===== src/rtl/pc_gen_pkg.sv =====
// pc_gen_pkg: shared types and default constants for the program-counter generator.
//   pc_state_e    : RUN / HALT state encoding.
//   DEF_RESET_VEC : default PC after reset.
//   DEF_TRAP_VEC  : default PC loaded on a trap (or on a rejected misaligned redirect).
package pc_gen_pkg;

    typedef enum logic [0:0] {
        ST_RUN  = 1'b0,
        ST_HALT = 1'b1
    } pc_state_e;

    localparam logic [31:0] DEF_RESET_VEC = 32'h0000_0000;
    localparam logic [31:0] DEF_TRAP_VEC  = 32'h0000_0180;

endpackage : pc_gen_pkg


===== src/rtl/pc_gen_if.sv =====
// pc_gen_if: control/status bundle between the next-PC logic (master) and pc_gen (slave).
//   master drives : pc_wr, redir_valid, redir_target, trap, halt, resume
//   slave drives  : pc, npc_seq, halted, redir_pending, misalign_fault
interface pc_gen_if #(
    parameter int unsigned WIDTH = 32
);
    logic             pc_wr;
    logic             redir_valid;
    logic [WIDTH-1:0] redir_target;
    logic             trap;
    logic             halt;
    logic             resume;
    logic [WIDTH-1:0] pc;
    logic [WIDTH-1:0] npc_seq;
    logic             halted;
    logic             redir_pending;
    logic             misalign_fault;

    modport master (
        output pc_wr, redir_valid, redir_target, trap, halt, resume,
        input  pc, npc_seq, halted, redir_pending, misalign_fault
    );

    modport slave (
        input  pc_wr, redir_valid, redir_target, trap, halt, resume,
        output pc, npc_seq, halted, redir_pending, misalign_fault
    );
endinterface : pc_gen_if


===== src/rtl/pc_next_sel.sv =====
// pc_next_sel: combinational next-PC selection for pc_gen.
//   Inputs : current state, pc, request inputs, pending redirect register.
//   Outputs: pc_next, pend_clr (drop pending), pend_set (latch redir_target),
//            misalign (applied redirect rejected; only with PC_GEN_ALIGN_CHK_EN).
// Macro PC_GEN_ALIGN_CHK_EN: redirects whose low log2(INC) bits are nonzero are
// replaced by TRAP_VEC; without it targets load unmodified and misalign stays 0.
module pc_next_sel
    import pc_gen_pkg::*;
#(
    parameter int unsigned      WIDTH    = 32,
    parameter int unsigned      INC      = 4,
    parameter logic [WIDTH-1:0] TRAP_VEC = WIDTH'(DEF_TRAP_VEC)
) (
    input  pc_state_e        state,
    input  logic [WIDTH-1:0] pc,
    input  logic             pc_wr,
    input  logic             redir_valid,
    input  logic [WIDTH-1:0] redir_target,
    input  logic             trap,
    input  logic             halt,
    input  logic             pend_valid,
    input  logic [WIDTH-1:0] pend_target,
    output logic [WIDTH-1:0] pc_next,
    output logic             pend_clr,
    output logic             pend_set,
    output logic             misalign
);
`ifdef PC_GEN_ALIGN_CHK_EN
    localparam logic [WIDTH-1:0] ALIGN_MASK = WIDTH'(INC - 1);
`endif

    logic [WIDTH-1:0] tgt_s;

    // Priority selection of the next PC and pending-register action.
    always_comb begin
        pc_next  = pc;
        pend_clr = 1'b0;
        pend_set = 1'b0;
        misalign = 1'b0;
        tgt_s    = redir_target;
        case (state)
            ST_RUN: begin
                if (trap) begin
                    pc_next  = TRAP_VEC;
                    pend_clr = 1'b1;
                end else if (halt) begin
                    pend_set = redir_valid;
                end else if (pc_wr) begin
                    pend_clr = 1'b1;
                    if (redir_valid || pend_valid) begin
                        // A fresh redirect beats the older pending one.
                        tgt_s = redir_valid ? redir_target : pend_target;
`ifdef PC_GEN_ALIGN_CHK_EN
                        if ((tgt_s & ALIGN_MASK) != '0) begin
                            pc_next  = TRAP_VEC;
                            misalign = 1'b1;
                        end else begin
                            pc_next = tgt_s;
                        end
`else
                        pc_next = tgt_s;
`endif
                    end else begin
                        pc_next = pc + WIDTH'(INC);
                    end
                end else begin
                    pend_set = redir_valid;
                end
            end
            ST_HALT: begin
                if (trap) begin
                    pc_next  = TRAP_VEC;
                    pend_clr = 1'b1;
                end else begin
                    pend_set = redir_valid;
                end
            end
            default: begin
                pc_next = pc;
            end
        endcase
    end
endmodule : pc_next_sel


===== src/rtl/pc_gen.sv =====
// pc_gen: program-counter generator with stall, held redirect, trap and halt/resume.
//   clk, rst : clock; synchronous active-high reset.
//   bus      : pc_gen_if.slave (requests in; pc, npc_seq, halted,
//              redir_pending, misalign_fault out).
// Macro PC_GEN_ALIGN_CHK_EN enables misaligned-redirect rejection (see pc_next_sel).
module pc_gen
    import pc_gen_pkg::*;
#(
    parameter int unsigned      WIDTH     = 32,
    parameter int unsigned      INC       = 4,
    parameter logic [WIDTH-1:0] RESET_VEC = WIDTH'(DEF_RESET_VEC),
    parameter logic [WIDTH-1:0] TRAP_VEC  = WIDTH'(DEF_TRAP_VEC)
) (
    input  logic     clk,
    input  logic     rst,
    pc_gen_if.slave  bus
);
    pc_state_e        state_r;
    pc_state_e        state_nxt_s;
    logic [WIDTH-1:0] pc_r;
    logic [WIDTH-1:0] pc_nxt_s;
    logic             pend_valid_r;
    logic [WIDTH-1:0] pend_tgt_r;
    logic             misalign_r;
    logic             pend_clr_s;
    logic             pend_set_s;
    logic             misalign_s;
    logic             halted_s;

    pc_next_sel #(
        .WIDTH    (WIDTH),
        .INC      (INC),
        .TRAP_VEC (TRAP_VEC)
    ) u_sel (
        .state        (state_r),
        .pc           (pc_r),
        .pc_wr        (bus.pc_wr),
        .redir_valid  (bus.redir_valid),
        .redir_target (bus.redir_target),
        .trap         (bus.trap),
        .halt         (bus.halt),
        .pend_valid   (pend_valid_r),
        .pend_target  (pend_tgt_r),
        .pc_next      (pc_nxt_s),
        .pend_clr     (pend_clr_s),
        .pend_set     (pend_set_s),
        .misalign     (misalign_s)
    );

    // State, PC and pending-redirect registers.
    always_ff @(posedge clk) begin
        if (rst) begin
            state_r      <= ST_RUN;
            pc_r         <= RESET_VEC;
            pend_valid_r <= 1'b0;
            pend_tgt_r   <= '0;
            misalign_r   <= 1'b0;
        end else begin
            state_r    <= state_nxt_s;
            pc_r       <= pc_nxt_s;
            misalign_r <= misalign_s;
            if (pend_clr_s) begin
                pend_valid_r <= 1'b0;
            end else if (pend_set_s) begin
                pend_valid_r <= 1'b1;
                pend_tgt_r   <= bus.redir_target;
            end else begin
                pend_valid_r <= pend_valid_r;
            end
        end
    end

    // Next-state logic: trap always returns to RUN; resume beats halt in HALT.
    always_comb begin
        state_nxt_s = state_r;
        case (state_r)
            ST_RUN: begin
                if (!bus.trap && bus.halt) begin
                    state_nxt_s = ST_HALT;
                end else begin
                    state_nxt_s = ST_RUN;
                end
            end
            ST_HALT: begin
                if (bus.trap || bus.resume) begin
                    state_nxt_s = ST_RUN;
                end else begin
                    state_nxt_s = ST_HALT;
                end
            end
            default: begin
                state_nxt_s = ST_RUN;
            end
        endcase
    end

    // State-decoded outputs.
    always_comb begin
        halted_s = 1'b0;
        if (state_r == ST_HALT) begin
            halted_s = 1'b1;
        end else begin
            halted_s = 1'b0;
        end
    end

    assign bus.pc             = pc_r;
    assign bus.npc_seq        = pc_r + WIDTH'(INC);
    assign bus.halted         = halted_s;
    assign bus.redir_pending  = pend_valid_r;
    assign bus.misalign_fault = misalign_r;
endmodule : pc_gen

===== src/flat_wrapper.sv =====
// flat-port wrapper written by rule: the top's interface ports become plain ports
module pc_gen_flat import pc_gen_pkg::*;
#(
    parameter int unsigned      WIDTH     = 32,
    parameter int unsigned      INC       = 4,
    parameter logic [WIDTH-1:0] RESET_VEC = WIDTH'(DEF_RESET_VEC),
    parameter logic [WIDTH-1:0] TRAP_VEC  = WIDTH'(DEF_TRAP_VEC)
)
  (clk, rst, bus_pc_wr, bus_redir_valid, bus_redir_target, bus_trap, bus_halt, bus_resume, bus_pc, bus_npc_seq, bus_halted, bus_redir_pending, bus_misalign_fault);
  pc_gen_if #(.WIDTH(WIDTH)) bus_i ();
  input  logic clk;
  input  logic rst;
  input wire logic [$bits(bus_i.pc_wr)-1:0] bus_pc_wr;
  input wire logic [$bits(bus_i.redir_valid)-1:0] bus_redir_valid;
  input wire logic [$bits(bus_i.redir_target)-1:0] bus_redir_target;
  input wire logic [$bits(bus_i.trap)-1:0] bus_trap;
  input wire logic [$bits(bus_i.halt)-1:0] bus_halt;
  input wire logic [$bits(bus_i.resume)-1:0] bus_resume;
  output wire logic [$bits(bus_i.pc)-1:0] bus_pc;
  output wire logic [$bits(bus_i.npc_seq)-1:0] bus_npc_seq;
  output wire logic [$bits(bus_i.halted)-1:0] bus_halted;
  output wire logic [$bits(bus_i.redir_pending)-1:0] bus_redir_pending;
  output wire logic [$bits(bus_i.misalign_fault)-1:0] bus_misalign_fault;
  assign bus_i.pc_wr = bus_pc_wr;
  assign bus_i.redir_valid = bus_redir_valid;
  assign bus_i.redir_target = bus_redir_target;
  assign bus_i.trap = bus_trap;
  assign bus_i.halt = bus_halt;
  assign bus_i.resume = bus_resume;
  assign bus_pc = bus_i.pc;
  assign bus_npc_seq = bus_i.npc_seq;
  assign bus_halted = bus_i.halted;
  assign bus_redir_pending = bus_i.redir_pending;
  assign bus_misalign_fault = bus_i.misalign_fault;
  pc_gen #(.WIDTH(WIDTH), .INC(INC), .RESET_VEC(RESET_VEC), .TRAP_VEC(TRAP_VEC)) u_core (.clk(clk), .rst(rst), .bus(bus_i));
endmodule

===== config.mk =====
export PLATFORM = sky130hd
export DESIGN_NAME = pc_gen_flat
export DESIGN_NICKNAME = d
export VERILOG_FILES = /design/src/rtl/pc_gen_pkg.sv /design/src/rtl/pc_gen_if.sv /design/src/rtl/pc_next_sel.sv /design/src/rtl/pc_gen.sv /design/src/flat_wrapper.sv
export SDC_FILE = /design/constraint.sdc
export NUM_CORES = 1
export LEC_CHECK = 0
export CAP_MARGIN = 30
export CORE_UTILIZATION = 50
export DETAILED_ROUTE_END_ITERATION = 10
export MAX_ROUTING_LAYER = met4
export PLACE_DENSITY_LB_ADDON = 0.05
export SYNTH_ARGS = -nofsm -noshare
export SYNTH_HDL_FRONTEND = slang
export SYNTH_HIERARCHICAL = 1
export SYNTH_SLANG_ARGS = --single-unit

===== constraint.sdc =====
create_clock -name clk -period 2.45 [get_ports clk]
set_input_delay 0.245 -clock clk [delete_from_list [all_inputs] [get_ports clk]]
set_output_delay 0.245 -clock clk [all_outputs]
set_load 0.01 [all_outputs]

[After elaboration in Yosys (flattened, before gate mapping)]
Index checks and enable logic that the tools add are counted.
Operators by class
  div/mod/pow operators: 0
  reduce and logical (&&, ||, !) cells: 7
  equal/unequal tests: 3
  muxes and demuxes: 21
  bitwise gates (word level): 2
  $add $sub $neg: 1
  shift operators: 0
  $lt $le $gt $ge: 0
  $mul: 0
Operator list (number)
  $mux W32: 6
  $pmux W32 S2: 1
  $add A32 B3 Y32 const B: 1
  $mux W1: 11
  $ne A3 B3 Y1 const B: 2
  $pmux W1 S2: 3
  $reduce_and A3 Y1: 1
  $logic_or A1 B1 Y1: 2
  $ne A2 B2 Y1 const B: 1
  $not A1 Y1: 2
  $reduce_and A2 Y1: 1
  $reduce_or A2 Y1: 1
  $logic_and A1 B1 Y1: 1
  $logic_not A1 Y1: 1
Storage, ports and cells
  output and inout bits: 67
  RAM bits: 0
  input bits: 39
  ROM bits: 0
  memories: 0
  logic and storage cells: 38
  latch bits: 0
  register bits: 66

[Longest topological paths before layout]
  word-level depth: 6
  mapped depth: 10
  depth with buffers taken out: 7

[Hierarchy]
Netlist, hierarchy kept.
Modules (own cells, without submodules)
  pc_gen: seq. area each 1341.3 µm², times used 1, area each 2705.1 µm², cells an instance 299
  pc_next_sel: seq. area each 0.0 µm², times used 1, area each 1641.6 µm², cells an instance 266

[Worst setup path after synthesis]
No wires, ideal clock.
  kind: reg2reg
  start point: register u_core.pc_r[2], in the netlist u_core/bus.pc[2]
  end point: register u_core.pc_r[18], in the netlist u_core/bus.pc[18]
  stages on the path, launching flop included: 9
  required time: 2.323 ns
  setup slack: 0.176 ns
  library setup time: 0.127 ns
  period minus slack after synthesis: 2.274 ns
  buffers on the path: 1
  data arrival time: 2.147 ns
  cells stage by stage: dfxtp_1 -> ha_1 -> nand3_1 -> or3_1 -> buf_6 -> or4_1 -> o211ai_2 -> a221oi_2 -> nor2b_1
Between the ends
  longest elaborated chain between the ends: 6
Ends and longest elaborated chain
  start, declared: RTL line pc_gen.sv:20  | logic [WIDTH-1:0] pc_r;
  start signal, assigned: RTL line pc_gen.sv:60  | pc_r <= pc_nxt_s;
  $add A32 B3 Y32: RTL line pc_next_sel.sv:64  | pc_next = pc + WIDTH'(INC);
  $mux W32: RTL line pc_next_sel.sv:50  | if (redir_valid || pend_valid) begin
  $mux W32: RTL line pc_next_sel.sv:48  | end else if (pc_wr) begin
  $mux W32: RTL line pc_next_sel.sv:46  | end else if (halt) begin
  $mux W32: RTL line pc_next_sel.sv:43  | if (trap) begin
  $pmux W32 S2: RTL line pc_next_sel.sv:41  | case (state)
  via u_core.pc_nxt_s[18]: RTL line pc_gen.sv:21  | logic [WIDTH-1:0] pc_nxt_s;
The timed path passes the listed nets, and every way through them passes these cells. The select of a mux whose other input is x is not followed.
A chain may end at the register's enable or synchronous reset.

[Worst setup path after layout]
  start point: register u_core.pc_r[3], in the netlist u_core/bus.pc[3]
  end point: output port bus_npc_seq[13]
Between the ends
  longest elaborated chain between the ends: 1
Ends and longest elaborated chain
  $add A32 B3 Y32: RTL line pc_gen.sv:108  | assign bus.npc_seq = pc_r + WIDTH'(INC);
  end, declared: RTL line flat_wrapper.sv:20  | output wire logic [$bits(bus_i.npc_seq)-1:0] bus_npc_seq;
No other way between the ends.

==> impl_metrics.env <==
export IMPL_status="finished clean"
export IMPL_drt_wl_total_mm=14.4
export IMPL_io_buffers=105
export IMPL_ys_types=67
export IMPL_avgViaCountPerCell=6.02
export IMPL_final_antenna_net_count=0
export IMPL_max_cap_violations=0
export IMPL_path_delay_family="buffers and inverters"
export IMPL_root_buffer="clkbuf_8"
export IMPL_peakVddDrop_v=0.000388
export IMPL_synthArstFlopShare_pct=0
export IMPL_path_depth=6
export IMPL_area_delta_synth_final_pct=41.9
export IMPL_drive_above_1_share_pct=18.1
export IMPL_power_density_nw_per_um2=423
export IMPL_rr_worst_depth=7
export IMPL_synthFlopType="dfxtp_1"
export IMPL_ys_ff_latch=67
export IMPL_slowest_stage="clkdlybuf4s50_1"
export IMPL_max_stage_delay_ns=0.56
export IMPL_slew_viol_final=0
export IMPL_synth_fp_nets=606
export IMPL_critPathBufInv=2
export IMPL_io_pins=106
export IMPL_nNetsFinal=745
export IMPL_fin_skew_ns=0.0128
export IMPL_crit_fanout=9
export IMPL_yosysWarnings=6
export IMPL_synth_most_common_cell="nand2_1"
export IMPL_cp_arrival_ns=2.16
export IMPL_core_area_um2=8300
export IMPL_fin_area_um2=6170
export IMPL_grt_pass1_wl_mm=22.1
export IMPL_start_util_pct=52.4
export IMPL_max_freq_mhz=416
export IMPL_fin_ws_ns=0.0490
export IMPL_cp_end_kind="output port"
export IMPL_overflow=0
export IMPL_fin_util_pct=74.3
export IMPL_p_leak_uw=0.00248
export IMPL_top_layer="met4"
export IMPL_track_usage_pct=32.5
export IMPL_worst_pin_slew_ns=0.760
export IMPL_fin_crit_ns=2.40
export IMPL_wl_met3_mm=1.23
export IMPL_seq_area_frac_synth_pct=30.9
export IMPL_finalCritPeriodShare_pct=98.0
export IMPL_critPathKind="reg -> out"
export IMPL_wl_met1_mm=6.84
export IMPL_remaining_drc_errors=0
export IMPL_hp_class="reg -> reg"
export IMPL_wire_per_inst_um=17.7
export IMPL_cts_tree="done"
export IMPL_gp_congestion=0.902
export IMPL_n_antenna_cell=0
export IMPL_antenna_found_initial=0
export IMPL_cp_required_ns=2.20
export IMPL_first_global_vias=4154
export IMPL_yosysTopAreaCell="dfxtp_1"
export IMPL_netlist_top_cells_count="nand2_1, dfxtp_1, a21oi_1, nor2_1, nor2b_1"
export IMPL_place_ws_ns=0.00746
export IMPL_drt_iter0_markers=400
export IMPL_synth_area_um2=4350
export IMPL_dpl_cell_area_um2=5740
export IMPL_setup_violations=0
export IMPL_cts_path_max_buffers=2
export IMPL_dr_pass1_iters=5
export IMPL_synthTopCellsByArea="dfxtp_1, nand2_1, a21oi_1"
export IMPL_start_kind="flip-flop"
export IMPL_insertion_delay_ns=0.35
export IMPL_regToRegSetupSlack_ns=0.22
export IMPL_numClockSinks=67
export IMPL_grt_max_degree=68
export IMPL_design_die_area_um2=9070
export IMPL_min_path_cells=2
export IMPL_htreeDepth=3
export IMPL_clkSlewWorstSetupHoldPaths_ns=0.08
export IMPL_synth_edf_count=0
export IMPL_hpwl_mm=9.88
export IMPL_cts_buffers=9
export IMPL_crit_chain="nand4_4, buf_4, nor3_1, nand2_1, xnor2_1, clkdlybuf4s50_1"
export IMPL_avgSynthCellArea_um2=7.69
export IMPL_yosysTopAreaCellShare_pct=30.9
export IMPL_relSlewSlack_pct=49.3
export IMPL_die_h_um=95.2
export IMPL_rows=33
export IMPL_syn_inst=565
export IMPL_via_count=4898
export IMPL_rsz0062_at_grt="yes"
export IMPL_finalHoldViolations=0
export IMPL_route_met2_wl_mm=6.14
export IMPL_die_w_um=95.2
export IMPL_timing_hold_ws_ns=0.456
[worst reg2reg max path, cell delays in order (launching register included)]
cell,delay [ns]
dfxtp_4,0.43
ha_1,0.19
nand3_1,0.11
or3_1,0.47
or4_1,0.58
o211ai_2,0.10
a221oi_2,0.07
nor2b_1,0.14
[kinds of logic after synthesis]
kind of cell | count (synthesis) | synth area share (%)
fa+ha+maj | 2 | 0.576
flops | 67 | 30.9
mux | 11 | 2.53
xor+xnor | 28 | 5.64
buf+inv | 48 | 4.86
simple gates | 263 | 33.7
compound gates | 145 | 21.8
other cells | 1 | 0.0863
[metrics by stage]
stage	setup TNS (ns)	total power, uW	std cells
after floorplan	0	1380	565
after global placement	0	1600	783
after detailed placement	0	1600	783
after CTS	-0.00545	2620	806
after global routing	-0.0464	2710	814
final	0	2610	814
[metal layers]
metal	global-route usage, %	vias to the layer above
li1	-	2326
met1	49.3	2274
met2	44.6	276
met3	4.63	22
met4	7.58	0
met5	-	-
[area by class of cell]
| cell class | count | area, um^2 |
|---|---|---|
| Sequential cell | 67 | 1390 |
| Timing Repair Buffer | 167 | 1560 |
| Inverter | 9 | 33.8 |
| Clock buffer | 10 | 128 |
| Clock inverter | 6 | 90.1 |
| Tap cell | 105 | 131 |
| Fill cell | 643 | 2130 |
| Multi-Input combinational cell | 450 | 2830 |
[registers in the layout, summed over array words and instances (netlist names)]
name	cells
u_core/bus.pc	32
u_core/pend_tgt_r	32
u_core/bus.misalign_fault	1
u_core/bus.redir_pending	1
u_core/state_r	1
[power breakdown]
part	switching, uW	internal (uW)	total, uW
Sequential	37.0	1110	1150
Combinational	224	211	435
Clock	454	575	1030
Total	715	1890	2610
[layout by cell type, fill, tap and decap left out, drive strengths merged, types with 9 or more instances in the layout]
| master | netlist | layout |
|---|---|---|
| nand2 | 96 | 96 |
| clkdlybuf4s50 | 0 | 88 |
| dfxtp | 67 | 67 |
| buf | 11 | 64 |
| a21oi | 55 | 55 |
| nor2 | 36 | 36 |
| nor2b | 36 | 36 |
| nand3 | 24 | 24 |
| o21ai | 21 | 21 |
| nand4 | 21 | 21 |
| xnor2 | 20 | 20 |
| nor3 | 16 | 16 |
| mux2i | 11 | 11 |
| o22ai | 10 | 10 |
| clkbuf | 27 | 10 |
| a211oi | 10 | 10 |
| dlymetal6s2s | 0 | 9 |
| and3 | 9 | 9 |
[path summary, 6_finish.rpt]
kind                                             from                    end
worst max-delay path                 u_core/bus.pc[3]        bus_npc_seq[13]
worst min-delay path            u_core/pend_tgt_r[11]  u_core/pend_tgt_r[11]
worst max register to register       u_core/bus.pc[3]      u_core/bus.pc[18]
worst min register to register  u_core/pend_tgt_r[11]  u_core/pend_tgt_r[11]
[what timing repair did]
item,CTS,global route
pin swaps,4,3
buffers inserted,7,8
resized for setup,43,13
setup endpoints to repair,21,14
hold buffers,0,0
gates cloned,0,0
(Power assumes the default switching activity.)
